**src/rtl/spi_ram_arbiter.sv**
```systemverilog
// SPI command decoder and single-port RAM arbiter with a fixed-priority SPI side.
// Owns the write/read address registers and the SPI tx return hold.
module spi_ram_arbiter #(
    parameter int ADDR_W  = 8,
    parameter int TX_HOLD = 8
) (
    input  logic              clk,
    input  logic              rst_n,
    input  logic [9:0]        spi_cmd,
    input  logic              spi_cmd_valid,
    input  logic              spi_ss_n,
    output logic [7:0]        tx_data,
    output logic              tx_valid,
    input  logic              loc_req,
    input  logic              loc_we,
    input  logic [ADDR_W-1:0] loc_addr,
    input  logic [7:0]        loc_wdata,
    output logic              loc_gnt,
    output logic              loc_rvalid,
    output logic [7:0]        loc_rdata,
    output logic [ADDR_W-1:0] ram_addr,
    output logic              ram_we,
    output logic              ram_re,
    output logic [7:0]        ram_wdata,
    input  logic [7:0]        ram_rdata,
    output logic              spi_ovf
);

    localparam int CW = $clog2(TX_HOLD + 1);

    typedef enum logic [1:0] {
        IDLE    = 2'd0,
        SPI_ACC = 2'd1,
        LOC_ACC = 2'd2,
        RD_RESP = 2'd3
    } state_t;

    state_t state, state_d;

    logic [ADDR_W-1:0] wr_addr, rd_addr, pend_addr;
    logic [7:0]        pend_data, loc_rdata_q;
    logic              spi_pend, pend_rd, spi_own;
    logic [CW-1:0]     tx_cnt;

    logic [1:0]        op;
    logic [ADDR_W-1:0] payload;
    logic              spi_hit, arb, ld_spi, ld_loc, tx_load, rvalid_c;

    assign op      = spi_cmd[9:8];
    assign payload = spi_cmd[ADDR_W-1:0];
    // Opcodes 01 and 11 are the RAM operations; both have bit 8 set.
    assign spi_hit = spi_cmd_valid && op[0];

    // A finished SPI write arbitrates at once so a waiting local op sees no bubble.
    assign arb = (state == IDLE) || ((state == SPI_ACC) && ram_we);

    always_comb begin
        state_d  = state;
        ld_spi   = 1'b0;
        ld_loc   = 1'b0;
        tx_load  = 1'b0;
        rvalid_c = 1'b0;
        if (arb) begin
            if (spi_pend) begin
                ld_spi  = 1'b1;
                state_d = SPI_ACC;
            end else if (loc_req && !spi_hit) begin
                ld_loc  = 1'b1;
                state_d = LOC_ACC;
            end else begin
                state_d = IDLE;
            end
        end else begin
            unique case (state)
                SPI_ACC: state_d = RD_RESP;
                LOC_ACC: state_d = ram_re ? RD_RESP : IDLE;
                RD_RESP: begin
                    state_d  = IDLE;
                    tx_load  = spi_own;
                    rvalid_c = !spi_own;
                end
                default: state_d = IDLE;
            endcase
        end
    end

    always_ff @(posedge clk) begin
        if (!rst_n) begin
            state       <= IDLE;
            wr_addr     <= '0;
            rd_addr     <= '0;
            spi_pend    <= 1'b0;
            pend_rd     <= 1'b0;
            pend_addr   <= '0;
            pend_data   <= '0;
            spi_own     <= 1'b0;
            spi_ovf     <= 1'b0;
            ram_addr    <= '0;
            ram_we      <= 1'b0;
            ram_re      <= 1'b0;
            ram_wdata   <= '0;
            tx_data     <= '0;
            tx_valid    <= 1'b0;
            tx_cnt      <= '0;
            loc_rdata_q <= '0;
        end else begin
            state <= state_d;

            if (spi_cmd_valid && op == 2'b00) wr_addr <= payload;
            if (spi_cmd_valid && op == 2'b10) rd_addr <= payload;

            // A new op replaces an unserved one and flags the loss.
            if (spi_hit) begin
                spi_pend  <= 1'b1;
                pend_rd   <= op[1];
                pend_addr <= op[1] ? rd_addr : wr_addr;
                pend_data <= spi_cmd[7:0];
                if (spi_pend) spi_ovf <= 1'b1;
            end else if (ld_spi) begin
                spi_pend <= 1'b0;
            end

            ram_we <= 1'b0;
            ram_re <= 1'b0;
            if (ld_spi) begin
                spi_own  <= 1'b1;
                ram_addr <= pend_addr;
                ram_we   <= !pend_rd;
                ram_re   <= pend_rd;
                if (!pend_rd) ram_wdata <= pend_data;
            end else if (ld_loc) begin
                spi_own  <= 1'b0;
                ram_addr <= loc_addr;
                ram_we   <= loc_we;
                ram_re   <= !loc_we;
                if (loc_we) ram_wdata <= loc_wdata;
            end

            if (spi_ss_n) begin
                tx_valid <= 1'b0;
                tx_cnt   <= '0;
            end else if (tx_load) begin
                tx_data  <= ram_rdata;
                tx_valid <= 1'b1;
                tx_cnt   <= CW'(TX_HOLD - 1);
            end else if (tx_valid) begin
                if (tx_cnt == '0) tx_valid <= 1'b0;
                else              tx_cnt   <= tx_cnt - 1'b1;
            end

            if (rvalid_c) loc_rdata_q <= ram_rdata;
        end
    end

    assign loc_gnt    = (state == LOC_ACC);
    assign loc_rvalid = rvalid_c;
    assign loc_rdata  = rvalid_c ? ram_rdata : loc_rdata_q;

endmodule

```
**config.mk**
```make
export PLATFORM = sky130hd
export DESIGN_NAME = spi_ram_arbiter
export DESIGN_NICKNAME = d
export VERILOG_FILES = /design/src/rtl/spi_ram_arbiter.sv
export SDC_FILE = /design/constraint.sdc
export NUM_CORES = 1
export LEC_CHECK = 0
export ABC_CLOCK_PERIOD_IN_PS = 3800
export BUFFER_PORTS_ARGS = -buffer_cell sky130_fd_sc_hd__buf_2
export CAP_MARGIN = 30
export CORE_ASPECT_RATIO = 0.9
export CORE_MARGIN = 10
export CORE_UTILIZATION = 57
export CTS_BUF_LIST = sky130_fd_sc_hd__clkbuf_16
export DETAILED_ROUTE_END_ITERATION = 8
export PLACE_DENSITY = 0.84
export SLEW_MARGIN = 20
export SYNTH_ARGS = -nofsm -noshare
export SYNTH_HDL_FRONTEND = slang
export SYNTH_SLANG_ARGS = --single-unit
export TNS_END_PERCENT = 10
```
**constraint.sdc**
```tcl
create_clock -name clk -period 3.8 [get_ports clk]
set_input_delay 0.19 -clock clk [delete_from_list [all_inputs] [get_ports clk]]
set_output_delay 0.19 -clock clk [all_outputs]
set_load 0.01 [all_outputs]
```
==> metrics.log <==
[metrics] average wire per cell in the routed design: 17.1 um
[metrics] cell area after synthesis: 3230 um^2
[metrics] synthesized flop and latch total: 77
[metrics] worst-case clock skew: 5.04 ps
[metrics] buffer levels on the longest clock path: 2
[metrics] Die W: 99.3 um
[metrics] class of the tightest hold or removal check: input pin to register
[metrics] total setup violations reported at the end of the flow: 0
[metrics] total wire length after detailed routing: 8250 um
[metrics] Peak supply drop: 0.000330 V
[metrics] Worst Setup SP: state[0]$_SDFF_PN0_
[metrics] fill cell total of the finished layout: 389
[metrics] Final Non-Filler Cells: 482
[metrics] combinational family with the most area after synthesis: compound AO/OA/AOI/OAI gates
[metrics] Max transition margin: 36.6%
[metrics] placeable core region: 5380 um^2
[metrics] Final Hold Fails: 0
[metrics] number of pins exceeding their max-slew limit in the final report: 0
[metrics] data arrival time of the worst path: 2180 ps
[metrics] Total Negative Setup Slacks: 0 ps
[metrics] power density over the cells: 483 nW/um^2
[metrics] residual antenna-violating net count after detailed routing: 0
[metrics] cts bufs inserted: 9
[metrics] shortest clock period the worst path allows after layout: 2370 ps
[metrics] fraction of layout instances using a drive strength above 1: 26.3%
[metrics] HPWL after detailed placement: 5800 um
[metrics] Root Driver: clkbuf_16
[metrics] average cell area after synthesis: 9.44 um^2
[metrics] number of distinct library cells after synthesis: 36
[metrics] Cells after DPL: 465
[metrics] adder-cell share of the synthesized area: 1.94%
[metrics] number of diodes added for antenna fixing: 0
[metrics] Worst Tran Pin Value: 950 ps
[metrics] mux contribution to synthesized area: 14.3%
[metrics] starting density of the core: 60.0%
[metrics] number of ports placed on the die boundary: 78
[metrics] number of violations of the max-capacitance limit: 0
[metrics] category of the worst setup path capture point: output port
[metrics] overflow left after global routing: 0
[metrics] Critical Setup Path Class: register to output port
[metrics] capturing instance or port of the critical path: loc_rdata[6]
[metrics] row count: 25
[metrics] slack of the worst reg-to-reg path: 1640 ps
[metrics] maximum operating frequency: 421 MHz
[metrics] routability congestion estimate: 0.756
[metrics] final-stage net count: 455
[metrics] initial antenna violation count: 0
[metrics] vias in the first global route: 2714
[metrics] sequential element share of the synthesized area: 47.8%
[metrics] total via count after detailed routing: 2703
[metrics] share of synthesized registers carrying an async set or reset: 0%
[metrics] most frequent cells in the layout: buf_2, dfxtp_1, nand2_1
[metrics] maximum number of pins on one net before global-route repair: 54
[metrics] total iterations of the first detailed-routing run: 4
[metrics] capturing point of the worst reg2reg path: tx_data[1]$_SDFFE_PN0P_
[metrics] clock insertion delay at the later pin of the skew report: 330 ps
[metrics] FF-to-FF Start: state[0]$_SDFF_PN0_
[metrics] depth of the CTS H-tree: 3
[metrics] net count after synthesis: 387
[metrics] Port Buffer Count: 77
[metrics] Die Footprint: 9080 um^2
[metrics] CTS Hold Buffers Added: 0
[metrics] number of clock sinks: 77
[metrics] run status: completed
[metrics] first-pass GRT wire length: 13300 um
[metrics] post-route DRC violation count: 0
[metrics] Critical Path Source Type: register
[metrics] number of instances in the synthesized netlist: 342
[metrics] Area growth, synth to finish: 21.3%
[metrics] final worst-path cycle share: 62.5%
[metrics] Simple-Gate Fraction of Synth Area: 15.5%
[metrics] total setup buffers inserted after CTS: 0
[metrics] number of warnings issued by yosys: 0
[metrics] RSZ-0062 raised after global routing: false
[metrics] number of synthesized flops with an enable pin: 0
[metrics] worst-path fanout max: 14
[metrics] length in cells of the worst reg-to-reg path: 6
[metrics] clock edge transition at the registers on the reported setup and hold paths: 60 ps
[metrics] vertical extent of the die: 91.4 um
[metrics] P_leak: 1.75 nW
[metrics] post-detailed-route via-to-cell ratio: 5.61
[metrics] TritonCTS clock tree: done
[metrics] overall global routing resource usage: 17.9%
[metrics] Top FF cell, synth: dfxtp_1
[metrics] First DRT Iteration DRCs: 154
[metrics] share of the synthesized area in compound gates (AO/OA/AOI/OAI): 16.5%
[metrics] data required time at the worst endpoint: 3610 ps
[metrics] xor/xnor cell area share of the yosys netlist: 0.271%
[metrics] post-CTS sizing: 0
==> cells in the mapped netlist (2+ instances only) <==
master | count | area (um^2)
dfxtp_1 | 77 | 1540
nand2_1 | 35 | 131
mux2i_1 | 32 | 320
a21oi_1 | 29 | 145
nor2_1 | 26 | 97.6
o21ai_0 | 25 | 125
buf_2 | 10 | 50.1
clkbuf_1 | 10 | 37.5
and2_1 | 9 | 56.3
nand3_1 | 9 | 45.0
nor2b_1 | 9 | 56.3
o31ai_1 | 9 | 67.6
a211oi_1 | 8 | 60.1
a2bb2oi_1 | 8 | 70.1
mux2_4 | 8 | 120
inv_1 | 6 | 22.5
ha_1 | 5 | 62.6
nor3b_1 | 4 | 30.0
buf_1 | 2 | 7.51
mux2_2 | 2 | 22.5
nand2b_1 | 2 | 12.5
nor3_1 | 2 | 10.0
o21a_1 | 2 | 15.0
==> area by class of cell <==
class	count	area (um^2)	share of cell area [%]
inverters	7	26.3	0.671
clock inverters	7	66.3	1.69
well taps	67	83.8	2.14
flip-flops and latches	77	1540	39.4
repair buffers	79	408	10.4
multi-input cells	236	1570	40.0
clock buffers	9	225	5.75
==> where the power goes <==
group / internal [mW] / total [mW] / switching [mW]
registers: 0.845 / 0.868 / 0.0229
logic: 0.0797 / 0.188 / 0.108
clock network: 0.505 / 0.835 / 0.330
total: 1.43 / 1.89 / 0.461
==> routing by layer <==
layer  track usage [%]  part of all wire, %
met1              20.9                   44
met5                 0                    0
met4              5.97                  2.0
met3              6.36                  5.7
met2              29.4                   49
==> flip-flops by register name, summed over array words and instances (netlist names), 8 cells and up <==
name,cells
pend_addr,8
loc_rdata_q,8
ram_wdata,8
tx_data,8
ram_addr,8
pend_data,8
rd_addr,8
wr_addr,8
==> worst min path at each step <==
stage | slack (ps) | from | cells after the start | endpoint
finish | 110 | ram_rdata[4] | 3 | tx_data[4]$_SDFFE_PN0P_
global route | 120 | ram_rdata[5] | 3 | tx_data[5]$_SDFFE_PN0P_
CTS | 110 | ram_rdata[3] | 3 | tx_data[3]$_SDFFE_PN0P_
detailed placement | 450 | pend_data[2]$_SDFFE_PN0N_ | 2 | pend_data[2]$_SDFFE_PN0N_
global placement | 450 | ram_rdata[0] | 3 | tx_data[0]$_SDFFE_PN0P_
floorplan | 330 | spi_cmd[0] | 2 | pend_data[0]$_SDFFE_PN0N_
==> cells by family (layout without fill, tap and decap cells) <==
logic type      after synthesis  after routing
xor+xnor                      1              1
flops                        77             77
mux                          42             42
compound gates               86             86
buf+inv                      29            102
fa+ha+maj                     5              5
simple gates                102            102
==> through the flow <==
step	utilization, %	cell area, um^2	setup slack [ps]	hold slack [ps]	power (mW)
5_1_grt	72.8	3920	1310	121	1.95
2_1_floorplan	-	3230	2180	326	0.999
3_5_place_dp	67.1	3610	1690	448	1.07
4_1_cts	72.5	3900	1430	108	1.89
3_3_place_gp	67.1	3610	1820	445	1.06
6_report	72.8	3920	1430	109	1.89
==> critical path: stages (launching register included) <==
cell and delay [ps]:
dfxtp_1 370, inv_1 80, ha_1 260, a21oi_4 380, nand3b_4 260, mux2_4 370
buf_2 140
Power figures use the tool's default switching activity.
